### src/rtl/alu_seq_pkg.sv
// Shared definitions for the sequential ALU: opcode map, FSM states and flag bit positions.
// Used by both alu_seq and alu_seq_div; the ALU_SEQ_DIV_EN macro is consumed by alu_seq only.
package alu_seq_pkg;

  localparam logic [3:0] OP_ADD = 4'h0;
  localparam logic [3:0] OP_SUB = 4'h1;
  localparam logic [3:0] OP_MUL = 4'h2;
  localparam logic [3:0] OP_DIV = 4'h3;
  localparam logic [3:0] OP_AND = 4'h4;
  localparam logic [3:0] OP_OR  = 4'h5;
  localparam logic [3:0] OP_XOR = 4'h6;
  localparam logic [3:0] OP_NOR = 4'h7;
  localparam logic [3:0] OP_NOT = 4'h8;
  localparam logic [3:0] OP_SHL = 4'h9;
  localparam logic [3:0] OP_SHR = 4'hA;
  localparam logic [3:0] OP_SRA = 4'hB;
  localparam logic [3:0] OP_ROL = 4'hC;
  localparam logic [3:0] OP_INC = 4'hD;
  localparam logic [3:0] OP_DEC = 4'hE;
  localparam logic [3:0] OP_CMP = 4'hF;

  typedef enum logic [1:0] {
    IDLE = 2'd0,
    BUSY = 2'd1,
    DONE = 2'd2
  } state_e;

  localparam int FLAG_ZERO  = 3;
  localparam int FLAG_NEG   = 2;
  localparam int FLAG_CARRY = 1;
  localparam int FLAG_OVF   = 0;

endpackage

### src/rtl/alu_seq_div.sv
// Iterative restoring divider: one quotient bit per clock, WIDTH steps after start_i.
// done_o is high for exactly one cycle once the final step has been taken.
module alu_seq_div
  import alu_seq_pkg::*;
#(
  parameter int WIDTH = 8
) (
  input  logic             clk,
  input  logic             rst_n,
  input  logic             start_i,
  input  logic [WIDTH-1:0] dividend_i,
  input  logic [WIDTH-1:0] divisor_i,
  output logic             done_o,
  output logic [WIDTH-1:0] quot_o,
  output logic [WIDTH-1:0] rem_o
);

  localparam int CW = $clog2(WIDTH + 1);

  logic [WIDTH-1:0] quot_q;
  logic [WIDTH-1:0] rem_q;
  logic [WIDTH-1:0] dvsr_q;
  logic [CW-1:0]    count_q;
  logic             run_q;
  logic [WIDTH:0]   shifted;
  logic [WIDTH:0]   trial;

  // A set top bit of trial means the divisor did not fit, so the shifted remainder is kept.
  always_comb begin
    shifted = {rem_q, quot_q[WIDTH-1]};
    trial   = shifted - {1'b0, dvsr_q};
  end

  always_ff @(posedge clk) begin
    if (!rst_n) begin
      quot_q  <= '0;
      rem_q   <= '0;
      dvsr_q  <= '0;
      count_q <= '0;
      run_q   <= 1'b0;
    end else if (start_i) begin
      quot_q  <= dividend_i;
      rem_q   <= '0;
      dvsr_q  <= divisor_i;
      count_q <= CW'(WIDTH);
      run_q   <= 1'b1;
    end else if (run_q) begin
      if (count_q != '0) begin
        if (!trial[WIDTH]) begin
          rem_q  <= trial[WIDTH-1:0];
          quot_q <= {quot_q[WIDTH-2:0], 1'b1};
        end else begin
          rem_q  <= shifted[WIDTH-1:0];
          quot_q <= {quot_q[WIDTH-2:0], 1'b0};
        end
        count_q <= count_q - CW'(1);
      end else begin
        run_q <= 1'b0;
      end
    end
  end

  assign done_o = run_q && (count_q == '0);
  assign quot_o = quot_q;
  assign rem_o  = rem_q;

endmodule

### src/rtl/alu_seq.sv
// Sequential ALU with valid/ready on both sides, registered results and status flags.
// Define ALU_SEQ_DIV_EN to build the iterative divider; otherwise DIV reports err.
module alu_seq
  import alu_seq_pkg::*;
#(
  parameter int WIDTH = 8
) (
  input  logic             clk,
  input  logic             rst_n,
  input  logic             in_valid,
  output logic             in_ready,
  input  logic [3:0]       opcode,
  input  logic [WIDTH-1:0] a,
  input  logic [WIDTH-1:0] b,
  output logic             out_valid,
  input  logic             out_ready,
  output logic [WIDTH-1:0] x,
  output logic [WIDTH-1:0] y,
  output logic [3:0]       flags,
  output logic             err
);

  localparam int SHW = $clog2(WIDTH);
  localparam int MSB = WIDTH - 1;

  state_e           state_q, state_d;
  logic             in_ready_q, out_valid_q, err_q;
  logic [3:0]       op_q, flags_q, flags_d;
  logic [WIDTH-1:0] a_q, b_q, x_q, y_q;
  logic             accept, load_res;
  logic             div_done;
  logic [WIDTH-1:0] div_quot, div_rem;

  logic [WIDTH-1:0]   res_x, res_y, nx, ny;
  logic               res_c, res_v, res_err, nc, nv, nerr;
  logic [WIDTH:0]     sum_ext, diff_ext, inc_ext, dec_ext;
  logic [2*WIDTH-1:0] prod;
  logic [SHW-1:0]     sh;
  logic [SHW:0]       rsh;

  assign accept = in_valid && in_ready_q;

`ifdef ALU_SEQ_DIV_EN
  logic div_start;

  // Divide by zero never reaches the divider; it resolves on the single-cycle path.
  assign div_start = (state_q == IDLE) && accept && (opcode == OP_DIV) && (b != '0);

  alu_seq_div #(.WIDTH(WIDTH)) u_div (
    .clk        (clk),
    .rst_n      (rst_n),
    .start_i    (div_start),
    .dividend_i (a),
    .divisor_i  (b),
    .done_o     (div_done),
    .quot_o     (div_quot),
    .rem_o      (div_rem)
  );
`else
  assign div_done = 1'b0;
  assign div_quot = '0;
  assign div_rem  = '0;
`endif

  always_ff @(posedge clk) begin
    if (!rst_n) state_q <= IDLE;
    else        state_q <= state_d;
  end

  // DONE spends one cycle computing from the latched operands before out_valid rises.
  always_comb begin
    state_d  = state_q;
    load_res = 1'b0;
    case (state_q)
      IDLE: begin
        if (accept) begin
`ifdef ALU_SEQ_DIV_EN
          if (div_start) state_d = BUSY;
          else           state_d = DONE;
`else
          state_d = DONE;
`endif
        end
      end
      BUSY: begin
        if (div_done) begin
          state_d  = DONE;
          load_res = 1'b1;
        end
      end
      DONE: begin
        if (!out_valid_q)   load_res = 1'b1;
        else if (out_ready) state_d  = IDLE;
      end
      default: state_d = IDLE;
    endcase
  end

  always_comb begin
    sh       = b_q[SHW-1:0];
    rsh      = (SHW+1)'(WIDTH) - {1'b0, sh};
    sum_ext  = {1'b0, a_q} + {1'b0, b_q};
    diff_ext = {1'b0, a_q} - {1'b0, b_q};
    inc_ext  = {1'b0, a_q} + (WIDTH+1)'(1);
    dec_ext  = {1'b0, a_q} - (WIDTH+1)'(1);
    prod     = {{WIDTH{1'b0}}, a_q} * {{WIDTH{1'b0}}, b_q};
    res_x    = '0;
    res_y    = '0;
    res_c    = 1'b0;
    res_v    = 1'b0;
    res_err  = 1'b0;
    case (op_q)
      OP_ADD: begin
        res_x = sum_ext[MSB:0];
        res_c = sum_ext[WIDTH];
        res_y = {{(WIDTH-1){1'b0}}, sum_ext[WIDTH]};
        res_v = (a_q[MSB] == b_q[MSB]) && (sum_ext[MSB] != a_q[MSB]);
      end
      OP_SUB: begin
        res_x = diff_ext[MSB:0];
        res_c = diff_ext[WIDTH];
        res_y = {{(WIDTH-1){1'b0}}, diff_ext[WIDTH]};
        res_v = (a_q[MSB] != b_q[MSB]) && (diff_ext[MSB] != a_q[MSB]);
      end
      OP_MUL: begin
        res_x = prod[MSB:0];
        res_y = prod[2*WIDTH-1:WIDTH];
        res_v = |prod[2*WIDTH-1:WIDTH];
      end
      OP_DIV: begin
`ifdef ALU_SEQ_DIV_EN
        res_x   = '1;
        res_y   = a_q;
        res_err = 1'b1;
`else
        res_err = 1'b1;
`endif
      end
      OP_AND: res_x = a_q & b_q;
      OP_OR:  res_x = a_q | b_q;
      OP_XOR: res_x = a_q ^ b_q;
      OP_NOR: res_x = ~(a_q | b_q);
      OP_NOT: res_x = ~a_q;
      OP_SHL: res_x = a_q << sh;
      OP_SHR: res_x = a_q >> sh;
      OP_SRA: res_x = $signed(a_q) >>> sh;
      OP_ROL: res_x = (a_q << sh) | (a_q >> rsh);
      OP_INC: begin
        res_x = inc_ext[MSB:0];
        res_c = inc_ext[WIDTH];
        res_y = {{(WIDTH-1){1'b0}}, inc_ext[WIDTH]};
        res_v = !a_q[MSB] && inc_ext[MSB];
      end
      OP_DEC: begin
        res_x = dec_ext[MSB:0];
        res_c = dec_ext[WIDTH];
        res_y = {{(WIDTH-1){1'b0}}, dec_ext[WIDTH]};
        res_v = a_q[MSB] && !dec_ext[MSB];
      end
      OP_CMP: begin
        res_x = {{(WIDTH-3){1'b0}}, a_q > b_q, a_q == b_q, a_q < b_q};
        res_y = {{(WIDTH-3){1'b0}}, $signed(a_q) > $signed(b_q),
                 a_q == b_q, $signed(a_q) < $signed(b_q)};
      end
      default: ;
    endcase
  end

  always_comb begin
    if (state_q == BUSY) begin
      nx   = div_quot;
      ny   = div_rem;
      nc   = 1'b0;
      nv   = 1'b0;
      nerr = 1'b0;
    end else begin
      nx   = res_x;
      ny   = res_y;
      nc   = res_c;
      nv   = res_v;
      nerr = res_err;
    end
    flags_d             = '0;
    flags_d[FLAG_ZERO]  = (nx == '0);
    flags_d[FLAG_NEG]   = nx[MSB];
    flags_d[FLAG_CARRY] = nc;
    flags_d[FLAG_OVF]   = nv;
  end

  // Results only load once per operation, so they hold steady under back-pressure.
  always_ff @(posedge clk) begin
    if (!rst_n) begin
      in_ready_q  <= 1'b0;
      out_valid_q <= 1'b0;
      op_q        <= '0;
      a_q         <= '0;
      b_q         <= '0;
      x_q         <= '0;
      y_q         <= '0;
      flags_q     <= '0;
      err_q       <= 1'b0;
    end else begin
      in_ready_q <= (state_d == IDLE);
      if (accept) begin
        op_q <= opcode;
        a_q  <= a;
        b_q  <= b;
      end
      if (load_res) begin
        x_q         <= nx;
        y_q         <= ny;
        flags_q     <= flags_d;
        err_q       <= nerr;
        out_valid_q <= 1'b1;
      end else if (out_valid_q && out_ready) begin
        out_valid_q <= 1'b0;
      end
    end
  end

  assign in_ready  = in_ready_q;
  assign out_valid = out_valid_q;
  assign x         = x_q;
  assign y         = y_q;
  assign flags     = flags_q;
  assign err       = err_q;

endmodule

### config.mk
export PLATFORM = sky130hd
export DESIGN_NAME = alu_seq
export DESIGN_NICKNAME = d
export VERILOG_FILES = /design/src/rtl/alu_seq_pkg.sv /design/src/rtl/alu_seq_div.sv /design/src/rtl/alu_seq.sv
export SDC_FILE = /design/constraint.sdc
export NUM_CORES = 1
export LEC_CHECK = 0
export ABC_AREA = 1
export BUFFER_PORTS_ARGS = -buffer_cell sky130_fd_sc_hd__buf_4
export CORE_UTILIZATION = 63
export CTS_CLUSTER_SIZE = 25
export DETAILED_ROUTE_END_ITERATION = 8
export PLACE_DENSITY_LB_ADDON = 0.08
export SYNTH_ARGS = -nofsm -noshare
export SYNTH_HDL_FRONTEND = slang
export SYNTH_HIERARCHICAL = 1
export SYNTH_SLANG_ARGS = --single-unit
### constraint.sdc
create_clock -name clk -period 5.3 [get_ports clk]
set_input_delay 0.265 -clock clk [delete_from_list [all_inputs] [get_ports clk]]
set_output_delay 0.265 -clock clk [all_outputs]
set_load 0.01 [all_outputs]
== Word level (Yosys, flattened, before mapping) ==
Index checks and enable logic that the tools add are counted.

* Memories kept: 0
* Bits in writable memories: 0
* Bits in latches: 0
* Memory bits (read-only): 0
* Flip-flop bits (word level): 45
* Logic and storage cells: 84
* Bits of input ports: 24

* Div/mod/pow operators: 0
* Order comparisons: 4
* Multiply operators: 1
* Mux-type cells: 18
* Add/subtract/negate cells: 5
* Equal/unequal tests: 22
* Bitwise operators: 6
* Reduce and logical (&&, ||, !) cells: 14
* Shift operators: 4

{| class="wikitable"
|+ Operators with widths
! operator !! count
|-
| $pmux W8 S15 || 1
|-
| $pmux W8 S6 || 1
|-
| $eq A4 B4 Y1 const B || 8
|-
| $eq A4 B3 Y1 const B || 4
|-
| $gt A8 B8 Y1 || 2
|-
| $lt A8 B8 Y1 || 2
|-
| $mul A8 B8 Y16 || 1
|-
| $mux W8 || 2
|-
| $not A8 Y8 || 2
|-
| $or A8 B8 Y8 || 2
|-
| $add A8 B1 Y9 const B || 1
|-
| $add A8 B8 Y9 || 1
|-
| $sub A8 B1 Y9 const B || 1
|-
| $sub A8 B8 Y9 || 1
|-
| $and A8 B8 Y8 || 1
|-
| $eq A4 B2 Y1 const B || 2
|-
| $eq A8 B8 Y1 || 1
|-
| $logic_not A8 Y1 || 1
|-
| $mux W1 || 8
|-
| $reduce_or A8 Y1 || 1
|-
| $shl A8 B3 Y8 || 1
|-
| $shr A8 B3 Y8 || 1
|-
| $shr A8 B4 Y8 || 1
|-
| $sshr A8 B3 Y8 || 1
|-
| 16 further kinds || 27
|}

== Longest topological paths before layout ==
* Depth in word-level cells: 6
* Gate-level depth with buffers: 27
* Gate-level depth less buffers: 25

== Worst setup path after synthesis ==
OpenSTA, ideal clock, no wires.

* Kind: register -> register
* Start: register a_q[1]
* End: register flags_q[0], in the netlist flags[0]
* Arrival: 4301 ps
* Period minus slack after synthesis: 4422 ps
* Setup time: 121 ps
* Cell stages (with the launch flop): 22
* Slack: 878 ps
* Required time: 5179 ps
* Cell sequence: dfxtp_1 -> clkbuf_8 -> nand2_1 -> fa_1 -> fa_1 -> inv_1 -> fa_1 -> inv_1 -> fa_1 -> inv_1 -> ha_1 -> a21oi_1 -> nand2_1 -> or2_2 -> nand2_1 -> nand2_1 -> nor2_1 -> nand3_1 -> nand2_1 -> nand2_1 -> nand2_1 -> a21oi_1

* Cells in the longest elaborated chain, start to end: 5
* Elaborated cells on any way between the ends: 15
* Those cells by class: add/sub: 4; mul: 1; eq/ne: 2; mux: 2; reduce/logical: 6

{| class="wikitable"
|+ RTL lines
! what !! RTL line !! text
|-
| start: declaration || alu_seq.sv:29 || <nowiki>logic [WIDTH-1:0] a_q, b_q, x_q, y_q;</nowiki>
|-
| start signal: assignment || alu_seq.sv:196 || <nowiki>a_q <= '0;</nowiki>
|-
| start signal: assignment || alu_seq.sv:206 || <nowiki>a_q <= a;</nowiki>
|-
| parallel branches: the longest is 3 deep, another holds $mul A8 B8 Y16 || -- ||
|-
| $pmux W1 S5 (*) || alu_seq.sv:112 || <nowiki>case (op_q)</nowiki>
|-
| $mux W1 (*) || alu_seq.sv:170 || <nowiki>if (state_q == BUSY) begin</nowiki>
|-
| end signal: assignment || alu_seq.sv:212 || <nowiki>flags_q <= flags_d;</nowiki>
|-
| end: declaration || alu_seq.sv:28 || <nowiki>logic [3:0] op_q, flags_q, flags_d;</nowiki>
|}

Every way passes the cells marked *.
A chain may end at the register's enable or synchronous reset.

== Worst setup path after layout ==
* Start: register a_q[5]
* End: register flags_q[0], in the netlist flags[0]

The elaborated chain is that of the path after synthesis.

==> results.py <==
metrics = {
    "cts": {
        "post_cts_buffers": 0,
        "ctsResizeCount": 0,
        "tritoncts": "yes",
        "cts.clk_slew.worst_paths_ps": 100,
        "clock-sinks": 44,
        "cts_root_buf": "clkbuf_8",
        "htreeDepth": 2,
        "cts_buffers": 5,
        "max-clock-path-buffers": 2,
        "ctsHoldBuffers": 0,
        "clock_latency_ps": 320,
    },
    "synth": {
        "syn_inst": 1146,
        "synth-seq-cells": 44,
        "ys_types": 33,
        "synth_ff_type": "dfxtp_1",
        "yosysTopAreaCell": "nand2_1",
        "yosys-top-cells-count": "nand2_1, inv_1, nand3_1, nor2_1, ha_1",
        "yosysSeqAreaShare_pct": 13.1,
        "synth_nets": 1274,
        "yosysTopAreaCellShare_pct": 20.6,
        "synth.avg_cell_area_um2": 5.88,
        "ys_warn_count": 6,
        "async_reset_ff_share_pct": 0,
        "yosysMostFrequentCell": "nand2_1",
        "synthTopCellsByArea": "nand2_1, dfxtp_1, ha_1",
        "synth.cell_area_mm2": 0.00674,
        "synth_edf_count": 0,
    },
    "worst_setup_path": {
        "crit_path_start_kind": "flip-flop",
        "cp_max_fo": 15,
        "crit_arrival_ps": 5000,
        "end_kind": "flip-flop",
        "critPathTopFamily": "adder cells",
        "cp.required_ps": 5490,
        "max_stage_delay_ps": 710,
        "crit_slowest_cell": "dfxtp_1",
        "cp.buffers_inverters": 3,
        "crit_chain": "nand2_1 -> inv_1 -> fa_1 -> fa_1 -> fa_1 -> inv_1 -> fa_1 -> inv_1 -> ha_1 -> a21oi_1 -> o21ai_0 -> nand2_1 -> nand3_1 -> nand2_1 -> nand2_1 -> nor2_1 -> nand3_1 -> nand2_1 -> nand2_1 -> nand2_1 -> a21oi_1",
        "cp_common_cell": "nand2_1",
        "crit_type": "reg -> reg",
    },
    "route": {
        "wl_met2_um": 9180,
        "route.vias.total": 7533,
        "avgRoutedWirePerCell_um": 16.5,
        "met3_length_um": 2220,
        "drt_first_pass_iters": 6,
        "top_layer": "met4",
        "drt_iter0_drc": 892,
        "drc_errors": 0,
        "vias_per_cell": 5.75,
        "wirelength_um": 21600,
        "ant_nets": 0,
        "wl_met1_um": 8970,
    },
    "sta": {
        "final-hold-violation-count": 0,
        "worst_pin_slew_ps": 998,
        "period_share_pct": 90.8,
        "fmax_ghz": 0.208,
        "relSlewSlack_pct": 33.2,
        "fin_skew_ps": 15.6,
        "setup_violations": 0,
        "finalSetupTns_ps": 0,
        "slew_violations": 0,
        "post-route-min-period_ps": 4810,
        "rsz0062_at_grt": "no",
        "whs_ps": 210,
    },
    "floorplanning": {
        "fp.dieH_um": 105,
        "die-width_um": 105,
        "die_area_mm2": 0.0111,
        "start_util_pct": 65.3,
        "coreArea_mm2": 0.0103,
        "num_rows": 37,
        "io_pins": 47,
    },
    "global_routing": {
        "grt_pass1_vias": 6908,
        "overflow": 0,
        "track_usage_pct": 40.0,
        "grt_pass1_wl_um": 34700,
        "antenna_found_initial": 0,
        "grt_max_degree": 42,
    },
    "pwr": {
        "swShare_pct": 45.3,
        "power_leakage_nw": 4.30,
        "combPwrFrac_pct": 47.0,
        "finalPower_mw": 1.26,
        "power_density_mw_per_mm2": 173,
        "power.internal_mw": 0.687,
        "p_sw_mw": 0.570,
        "p_seq_share_pct": 30.5,
        "clockPowerShare_pct": 22.5,
        "vdd_drop_max_uv": 164,
    },
    "cells_and_area": {
        "multi_input_area_mm2": 0.00497,
        "nFillCells": 1004,
        "final_nets": 1300,
        "drive_gt1_share_pct": 6.48,
        "instances_no_fill": 1309,
        "final_cell_area_mm2": 0.00727,
        "syn_to_final_growth_pct": 7.89,
        "diodes": 0,
        "seq_area_um2": 881,
    },
    "placed_design": {
        "dp_cells": 1301,
        "io_buffers": 46,
        "dp_hpwl_um": 17400,
        "dpl-instance-area_mm2": 0.00715,
        "routabilityCongestion": 1.02,
    },
    "run_status": {
        "status": "finished clean",
    },
    "job": {
        "maxCapViolCount": 0,
    },
    "min_path": {
        "min_path_type": "in -> reg",
    },
}
through the flow:
stage,util [%],setup slack (ps)
4_1_cts,70.4,554
3_3_place_gp,69.3,683
5_1_grt,70.4,153
3_5_place_dp,69.3,575
2_1_floorplan,-,878
6_report,70.4,489
cells in the final DEF, fill, tap and decap left out:
cell type and count:
a211oi_1 3, a21boi_0 2, a21o_1 2, a21oi_1 62
a22o_1 1, a31oi_1 2, buf_4 59, bufinv_16 1
clkbuf_8 5, clkinv_1 3, clkinvlp_4 1, dfxtp_1 44
fa_1 38, ha_1 66, inv_1 180, inv_2 1
inv_6 1, nand2_1 369, nand3_1 142, nand3b_1 5
nand4_1 17, nor2_1 104, nor2_2 3, nor3_1 5
nor4_1 1, o2111ai_1 1, o211ai_1 2, o21ai_0 40
o21bai_1 1, o22ai_1 2, or2_2 5, xnor2_1 2
xor2_1 3
final timing paths:
path	from	endpoint	slack (ps)	depth (start not counted)
max reg2reg	a_q[5]	flags[0]	490	21
max	a_q[5]	flags[0]	490	21
min reg2reg	y[2]	y[2]	470	2
min	out_ready	out_valid	210	4
power by group through the flow:
| stage | Combinational [mW] | Clock [mW] | Sequential [mW] |
|---|---|---|---|
| after detailed placement | 0.573 | 0 | 0.390 |
| after global routing | 0.655 | 0.297 | 0.386 |
| after global placement | 0.564 | 0 | 0.389 |
| after CTS | 0.576 | 0.284 | 0.382 |
| after floorplan | 0.424 | 0 | 0.379 |
| final | 0.591 | 0.283 | 0.384 |
routing by layer:
metal  vias to the layer above  global-route usage (%)
li1                       3656                       -
met1                      3334                    53.9
met2                       455                    62.9
met3                        88                    5.19
met4                         0                    20.3
met5                         -                       0
logic make-up after synthesis:
group,after synthesis,share of synthesized area [%]
flops,44,13.1
xor+xnor,5,0.650
compound gates,118,9.32
fa+ha+maj,104,23.5
simple gates,651,40.2
buf+inv,224,13.2
worst reg2reg max path, stage by stage, from the launching register on:
cell     delay (ps)
dfxtp_1         710
nand2_1         110
inv_1           100
fa_1            430
fa_1            480
fa_1            540
inv_1            50
fa_1            530
inv_1            40
ha_1            370
a21oi_1         390
o21ai_0         180
nand2_1         110
nand3_1          70
nand2_1          60
nand2_1          70
nor2_1          110
nand3_1          90
nand2_1          60
nand2_1          50
nand2_1          50
a21oi_1          50
area by class of cell:
type / count / share of cell area, %
clock buffer: 5 / 0.947
clock inverter: 3 / 0.637
inverter: 184 / 9.50
multi-input combinational: 878 / 68.4
sequential: 44 / 12.1
tap: 136 / 2.34
timing repair buffer: 59 / 6.09
state kept, by name, indices dropped and copies added (netlist names):
signal     count
err            1
op_q           4
in_ready       1
b_q            8
state_q        2
y              8
flags          4
a_q            8
out_valid      1
x              7
Power figures use the tool's default switching activity.
